**src/rtl/pe_param.sv**
```systemverilog
// Parametrised systolic PE: operand FIFOs, 3-stage MAC, forwarding and a
// valid/ready result port with optional saturating accumulation.

module pe_param_fifo #(
    parameter int W     = 16,
    parameter int DEPTH = 4
) (
    input  logic         clk,
    input  logic         rst,
    input  logic [W-1:0] din,
    input  logic         we,
    input  logic         pop,
    output logic [W-1:0] dout,
    output logic         empty,
    output logic         full
);
    localparam int PW = $clog2(DEPTH);

    logic [W-1:0]  mem_q [DEPTH];
    logic [W-1:0]  mem_d [DEPTH];
    logic [PW-1:0] wptr_q, wptr_d, rptr_q, rptr_d;
    logic [PW:0]   cnt_q, cnt_d;
    logic          full_q, full_d;
    logic          wr;

    always_comb begin
        // a pop in the same cycle frees a slot, so a write while full is taken
        wr     = we & (~full_q | pop);
        mem_d  = mem_q;
        wptr_d = wptr_q;
        rptr_d = rptr_q;
        if (wr) begin
            mem_d[wptr_q] = din;
            wptr_d        = wptr_q + PW'(1);
        end
        if (pop) rptr_d = rptr_q + PW'(1);
        cnt_d  = cnt_q + (PW+1)'(wr) - (PW+1)'(pop);
        full_d = (cnt_d == (PW+1)'(DEPTH));
    end

    always_ff @(posedge clk) begin
        if (rst) begin
            mem_q  <= '{default: '0};
            wptr_q <= '0;
            rptr_q <= '0;
            cnt_q  <= '0;
            full_q <= 1'b0;
        end else begin
            mem_q  <= mem_d;
            wptr_q <= wptr_d;
            rptr_q <= rptr_d;
            cnt_q  <= cnt_d;
            full_q <= full_d;
        end
    end

    assign dout  = mem_q[rptr_q];
    assign empty = (cnt_q == '0);
    assign full  = full_q;
endmodule

module pe_param #(
    parameter int DW     = 16,
    parameter int AW     = 40,
    parameter int FDEPTH = 4,
    parameter int SAT_EN = 1
) (
    input  logic          clk,
    input  logic          rst,
    input  logic [DW-1:0] a_in,
    input  logic          a_we,
    input  logic [DW-1:0] b_in,
    input  logic          b_we,
    output logic          aff,
    output logic          bff,
    input  logic          sgn,
    input  logic          start,
    input  logic [7:0]    max_cntr,
    input  logic          hold,
    output logic [DW-1:0] a_out,
    output logic          a_vld,
    output logic [DW-1:0] b_out,
    output logic          b_vld,
    output logic          start_next,
    output logic [AW-1:0] s_out,
    output logic          s_sat,
    output logic          s_vld,
    input  logic          s_rdy
);
    localparam logic [AW-1:0] ACC_MAX = {1'b0, {(AW-1){1'b1}}};
    localparam logic [AW-1:0] ACC_MIN = {1'b1, {(AW-1){1'b0}}};

    logic [DW-1:0]   a_dout, b_dout;
    logic            a_empty, b_empty, stall, pop;

    logic [DW-1:0]   s1_a_q, s1_a_d, s1_b_q, s1_b_d;
    logic            s1_v_q, s1_v_d, s2_v_q, s2_v_d;
    logic [2*DW-1:0] prod_q, prod_d;
    logic [AW-1:0]   acc_q, acc_d;
    logic [8:0]      cnt_q, cnt_d, len_q, len_d;
    logic            sgn_q, sgn_d, sat_q, sat_d;
    logic [DW-1:0]   a_out_q, a_out_d, b_out_q, b_out_d;
    logic            a_vld_q, a_vld_d, b_vld_q, b_vld_d;
    logic            start_next_q, start_next_d;
    logic [AW-1:0]   s_out_q, s_out_d;
    logic            s_sat_q, s_sat_d, s_vld_q, s_vld_d;

    logic [2*DW-1:0] a_ext, b_ext, prod_full;
    logic [AW:0]     prod_x, sum;
    logic [AW-1:0]   acc_base, sum_c;
    logic [8:0]      cnt_base;
    logic            sat_base, done, ovf;

    assign stall = hold | (s_vld_q & ~s_rdy);
    // no pop on a start cycle: that pair would be thrown away with the S1 valid
    assign pop   = ~a_empty & ~b_empty & ~stall & ~start;

    pe_param_fifo #(.W(DW), .DEPTH(FDEPTH)) u_afifo (
        .clk(clk), .rst(rst), .din(a_in), .we(a_we), .pop(pop),
        .dout(a_dout), .empty(a_empty), .full(aff)
    );
    pe_param_fifo #(.W(DW), .DEPTH(FDEPTH)) u_bfifo (
        .clk(clk), .rst(rst), .din(b_in), .we(b_we), .pop(pop),
        .dout(b_dout), .empty(b_empty), .full(bff)
    );

    always_comb begin
        a_ext     = {{DW{sgn_q & s1_a_q[DW-1]}}, s1_a_q};
        b_ext     = {{DW{sgn_q & s1_b_q[DW-1]}}, s1_b_q};
        prod_full = a_ext * b_ext;
        prod_x    = {{(AW+1-2*DW){sgn_q & prod_q[2*DW-1]}}, prod_q};

        // completion and a fresh first term can share a cycle
        done     = (cnt_q != '0) && (cnt_q == len_q);
        acc_base = done ? '0 : acc_q;
        cnt_base = done ? '0 : cnt_q;
        sat_base = done ? 1'b0 : sat_q;

        sum = {sgn_q & acc_base[AW-1], acc_base} + prod_x;
        ovf = sgn_q ? (sum[AW] ^ sum[AW-1]) : sum[AW];
        if ((SAT_EN != 0) && ovf)
            sum_c = sgn_q ? (sum[AW] ? ACC_MIN : ACC_MAX) : '1;
        else
            sum_c = sum[AW-1:0];

        s1_a_d       = s1_a_q;
        s1_b_d       = s1_b_q;
        s1_v_d       = s1_v_q;
        s2_v_d       = s2_v_q;
        prod_d       = prod_q;
        acc_d        = acc_q;
        cnt_d        = cnt_q;
        len_d        = len_q;
        sgn_d        = sgn_q;
        sat_d        = sat_q;
        a_out_d      = a_out_q;
        b_out_d      = b_out_q;
        a_vld_d      = pop;
        b_vld_d      = pop;
        start_next_d = start;
        s_out_d      = s_out_q;
        s_sat_d      = s_sat_q;
        s_vld_d      = s_vld_q;

        if (pop) begin
            a_out_d = a_dout;
            b_out_d = b_dout;
        end
        if (s_vld_q & s_rdy) s_vld_d = 1'b0;

        if (start) begin
            len_d  = {1'b0, max_cntr} + 9'd1;
            sgn_d  = sgn;
            acc_d  = '0;
            cnt_d  = '0;
            sat_d  = 1'b0;
            s1_v_d = 1'b0;
            s2_v_d = 1'b0;
        end else if (!stall) begin
            s1_v_d = pop;
            if (pop) begin
                s1_a_d = a_dout;
                s1_b_d = b_dout;
            end
            s2_v_d = s1_v_q;
            if (s1_v_q) prod_d = prod_full;
            if (done) begin
                s_out_d = acc_q;
                s_sat_d = sat_q;
                s_vld_d = 1'b1;
            end
            acc_d = acc_base;
            cnt_d = cnt_base;
            sat_d = sat_base;
            if (s2_v_q) begin
                acc_d = sum_c;
                cnt_d = cnt_base + 9'd1;
                sat_d = sat_base | (ovf & (SAT_EN != 0));
            end
        end
    end

    always_ff @(posedge clk) begin
        if (rst) begin
            s1_a_q       <= '0;
            s1_b_q       <= '0;
            s1_v_q       <= 1'b0;
            s2_v_q       <= 1'b0;
            prod_q       <= '0;
            acc_q        <= '0;
            cnt_q        <= '0;
            len_q        <= '0;
            sgn_q        <= 1'b0;
            sat_q        <= 1'b0;
            a_out_q      <= '0;
            b_out_q      <= '0;
            a_vld_q      <= 1'b0;
            b_vld_q      <= 1'b0;
            start_next_q <= 1'b0;
            s_out_q      <= '0;
            s_sat_q      <= 1'b0;
            s_vld_q      <= 1'b0;
        end else begin
            s1_a_q       <= s1_a_d;
            s1_b_q       <= s1_b_d;
            s1_v_q       <= s1_v_d;
            s2_v_q       <= s2_v_d;
            prod_q       <= prod_d;
            acc_q        <= acc_d;
            cnt_q        <= cnt_d;
            len_q        <= len_d;
            sgn_q        <= sgn_d;
            sat_q        <= sat_d;
            a_out_q      <= a_out_d;
            b_out_q      <= b_out_d;
            a_vld_q      <= a_vld_d;
            b_vld_q      <= b_vld_d;
            start_next_q <= start_next_d;
            s_out_q      <= s_out_d;
            s_sat_q      <= s_sat_d;
            s_vld_q      <= s_vld_d;
        end
    end

    assign a_out      = a_out_q;
    assign b_out      = b_out_q;
    assign a_vld      = a_vld_q;
    assign b_vld      = b_vld_q;
    assign start_next = start_next_q;
    assign s_out      = s_out_q;
    assign s_sat      = s_sat_q;
    assign s_vld      = s_vld_q;
endmodule

```
**config.mk**
```make
export PLATFORM = sky130hd
export DESIGN_NAME = pe_param
export DESIGN_NICKNAME = d
export VERILOG_FILES = /design/src/rtl/pe_param.sv
export SDC_FILE = /design/constraint.sdc
export NUM_CORES = 2
export LEC_CHECK = 0
export CORE_MARGIN = 3
export CORE_UTILIZATION = 60
export CTS_CLUSTER_DIAMETER = 50
export CTS_CLUSTER_SIZE = 10
export DETAILED_ROUTE_END_ITERATION = 8
export PLACE_DENSITY = 0.89
export SKIP_CTS_REPAIR_TIMING = 1
export SYNTH_ARGS = -nofsm -noshare
export SYNTH_HDL_FRONTEND = slang
export SYNTH_SLANG_ARGS = --single-unit
```
**constraint.sdc**
```tcl
create_clock -name clk -period 11.14 [get_ports clk]
set_clock_uncertainty 0.05 [all_clocks]
set_input_delay 3.342 -clock clk [delete_from_list [all_inputs] [get_ports clk]]
set_output_delay 3.342 -clock clk [all_outputs]
set_load 0.01 [all_outputs]
```
==> out/results.tsv <==
metric	value	unit
status	complete, no violations	
vias in the first global route	22800	
FF-to-FF Start	s1_a_q[15]$_SDFFE_PP0P_	
largest net degree at the start of global routing	130	
Post-synth EDFFs	0	
grt ovf	0	
gr usage total	29.9	%
Clock Path Buffers	3	
WS Path Type	flip-flop to flip-flop	
Avg Cell Area, Syn	8.43	um^2
measured slew at the worst slew-check pin	1030	ps
synthesized instance count	3136	
Final Instance Area	0.0292	mm^2
Setup crit end kind	flip-flop	
Mapped Area	0.0264	mm^2
Max Fanout on Critical Path	23	
R2R Path End	prod_q[31]$_SDFFE_PP0P_	
row cnt	76	
max-cap viol count	0	
final total power	0.00305	W
core region area	0.0433	mm^2
Yosys Warn Count	0	
Chip Height	216	um
r2r setup slk	3860	ps
post-DP HPWL	48500	um
end point of the critical path	prod_q[31]$_SDFFE_PP0P_	
Final Setup Violations	0	
clk_lat worst skew	570	ps
Seq cells post-synth	346	
Worst EP arrival	7700	ps
Initial Utilization	61.1	%
Clock Pin Slew Worst Setup and Hold Paths	60	ps
total iterations of the first detailed-routing run	6	
number of diodes	0	
VDD IR max	0.000125	V
count leader, synth	nand2_1	
layout cells sized above 1	4.58	%
iteration-0 DRC count of the detailed router	2015	
post-DR vias/cell	5.96	
initial antenna violation count	1	
Synthesized Nets	3605	
total CTS buffers	42	
most frequent cells after synthesis	nand2_1, a21oi_1, inv_1	
Root Buffer	clkbuf_16	
width of the die	216	um
routed wire length	69700	um
dominant cell type by area after synthesis	dfxtp_1	
ys async rst share	0	%
nets	3626	
leakage power of the design	12.7	nW
worst r2r path cells	21	
largest cells by area after synthesis	dfxtp_1, fa_1, nand2_1	
setup tns final	0	ps
worst hold path class	flip-flop to flip-flop	
Post-route DRC	0	
crit path from	s1_a_q[15]$_SDFFE_PP0P_	
Max transition margin	31.0	%
area share of the largest cell type after synthesis	26.2	%
Final period util	65.3	%
routability cong.	0.951	
WL/cell	18.6	um
post-layout minimum cycle time	7280	ps
Max Slew Vio Count	0	
Die ar.	0.0466	mm^2
sequential-to-total area share from yosys stat	26.2	%
io pins	127	
# clock sinks	346	
CTS tree	built	
vias	22400	
Req. time, crit path	11560	ps
max frequency	137	MHz
Cell variety after synth	73	
first-pass GRT wire length	114000	um
final hold vios	0	
DRT antenna net count	0	
H-tree Lvls	2	
nature of the critical path startpoint	flip-flop	
Placed Area	0.0280	mm^2
PwrDens	105	mW/mm^2
unrepaired setup endpoints after global routing	false	
P&R area growth vs syn	10.4	%
Main synth FF type	dfxtp_1	
# port buffers	126	
## power by group
part	internal [W]	switching [W]	leakage [nW]
Clock	0.000717	0.000524	0.588
Sequential	0.00131	0.0000640	2.80
Combinational	0.000164	0.000270	9.35
Total	0.00219	0.000858	12.7
## per-layer routing
layer  share of wire [%]  up-vias  global-route usage, %
met5               0.019        -                      0
met3                 8.7      276                   4.13
met2                  48     1134                   49.9
met1                  39    10800                   39.0
met4                 4.8        2                   14.0
li1                    -    10100                      -
## how the worst min path moves through the flow
stage	startpoint	to	slack, ps	cells after the start
CTS	u_bfifo.mem_q[24]$_SDFFE_PP0P_	u_bfifo.mem_q[24]$_SDFFE_PP0P_	400	2
detailed placement	u_afifo.mem_q[17]$_SDFFE_PP0P_	u_afifo.mem_q[17]$_SDFFE_PP0P_	390	2
global placement	u_afifo.mem_q[17]$_SDFFE_PP0P_	u_afifo.mem_q[17]$_SDFFE_PP0P_	390	2
global route	u_bfifo.mem_q[2]$_SDFFE_PP0P_	u_bfifo.mem_q[2]$_SDFFE_PP0P_	420	2
finish	u_afifo.mem_q[58]$_SDFFE_PP0P_	u_afifo.mem_q[58]$_SDFFE_PP0P_	400	2
floorplan	acc_q[25]$_SDFFE_PP0N_	s_out[25]$_SDFFE_PP0P_	380	2
## per-stage QoR
| stage | hold WS (ps) | util, % | instances | setup WS, ps |
|---|---|---|---|---|
| 6_report | 403 | 67.4 | 3750 | 3860 |
| 5_1_grt | 417 | 67.4 | 3750 | 3410 |
| 4_1_cts | 401 | 67.4 | 3750 | 3970 |
| 3_5_place_dp | 393 | 64.6 | 3698 | 3460 |
| 3_3_place_gp | 388 | 64.6 | 3698 | 3560 |
| 2_1_floorplan | 382 | - | 3136 | 4760 |
## worst max-delay path, cell delays in order, from the launching register on
cell and delay [ps]:
dfxtp_1 840, and2_1 490, nand2_1 170, inv_1 160, fa_1 470, inv_1 230, fa_1 630, inv_1 200
fa_1 470, fa_1 590, fa_1 450, fa_1 450, ha_1 350, nand3_1 120, nor2_1 90, a221o_1 340
a31o_2 210, a21oi_1 230, o21ai_0 200, a21oi_1 250, nand2_1 80, o211a_1 120
## kinds of logic after synthesis
logic type	Yosys count	share of synthesized area (%)
multiplexers	36	2.88
adder cells (fa/ha/maj)	421	28.0
AO/OA/AOI/OAI	586	13.1
buffers and inverters	526	7.60
flip-flops	346	26.2
AND/OR/NAND/NOR	1127	19.1
XOR/XNOR	94	3.14
## state kept, by name, summed over array words and instances, names as in the netlist, 3 cells and up
signal	cells
b_out	16
cnt_q	9
a_out	16
s1_b_q	16
s_out	40
u_bfifo.mem_q	64
prod_q	32
acc_q	40
s1_a_q	16
u_afifo.cnt_q	3
u_bfifo.cnt_q	3
u_afifo.mem_q	64
len_q	9
## final cells by class
type	instances	area, um^2
multi-input combinational	2264	17500
inverter	350	1310
fill	3165	14100
sequential	346	6930
clock buffer	45	1080
tap	585	732
clock inverter	7	131
timing repair buffer	153	1470
## layout by cell type (no fill, tap or decap), drive strengths merged, types with 16 or more instances in the layout
master / n
nand2: 692
a21oi: 369
inv: 351
dfxtp: 346
fa: 285
and2: 149
ha: 136
clkdlybuf4s50: 125
nor2: 107
xnor2: 61
nor2b: 48
clkbuf: 45
o21ai: 41
xor2: 33
mux4: 32
nor3: 32
a21o: 29
buf: 28
nand3: 25
a31oi: 24
and3: 22
o211ai: 18
a211oi: 16
(Power assumes the default switching activity.)
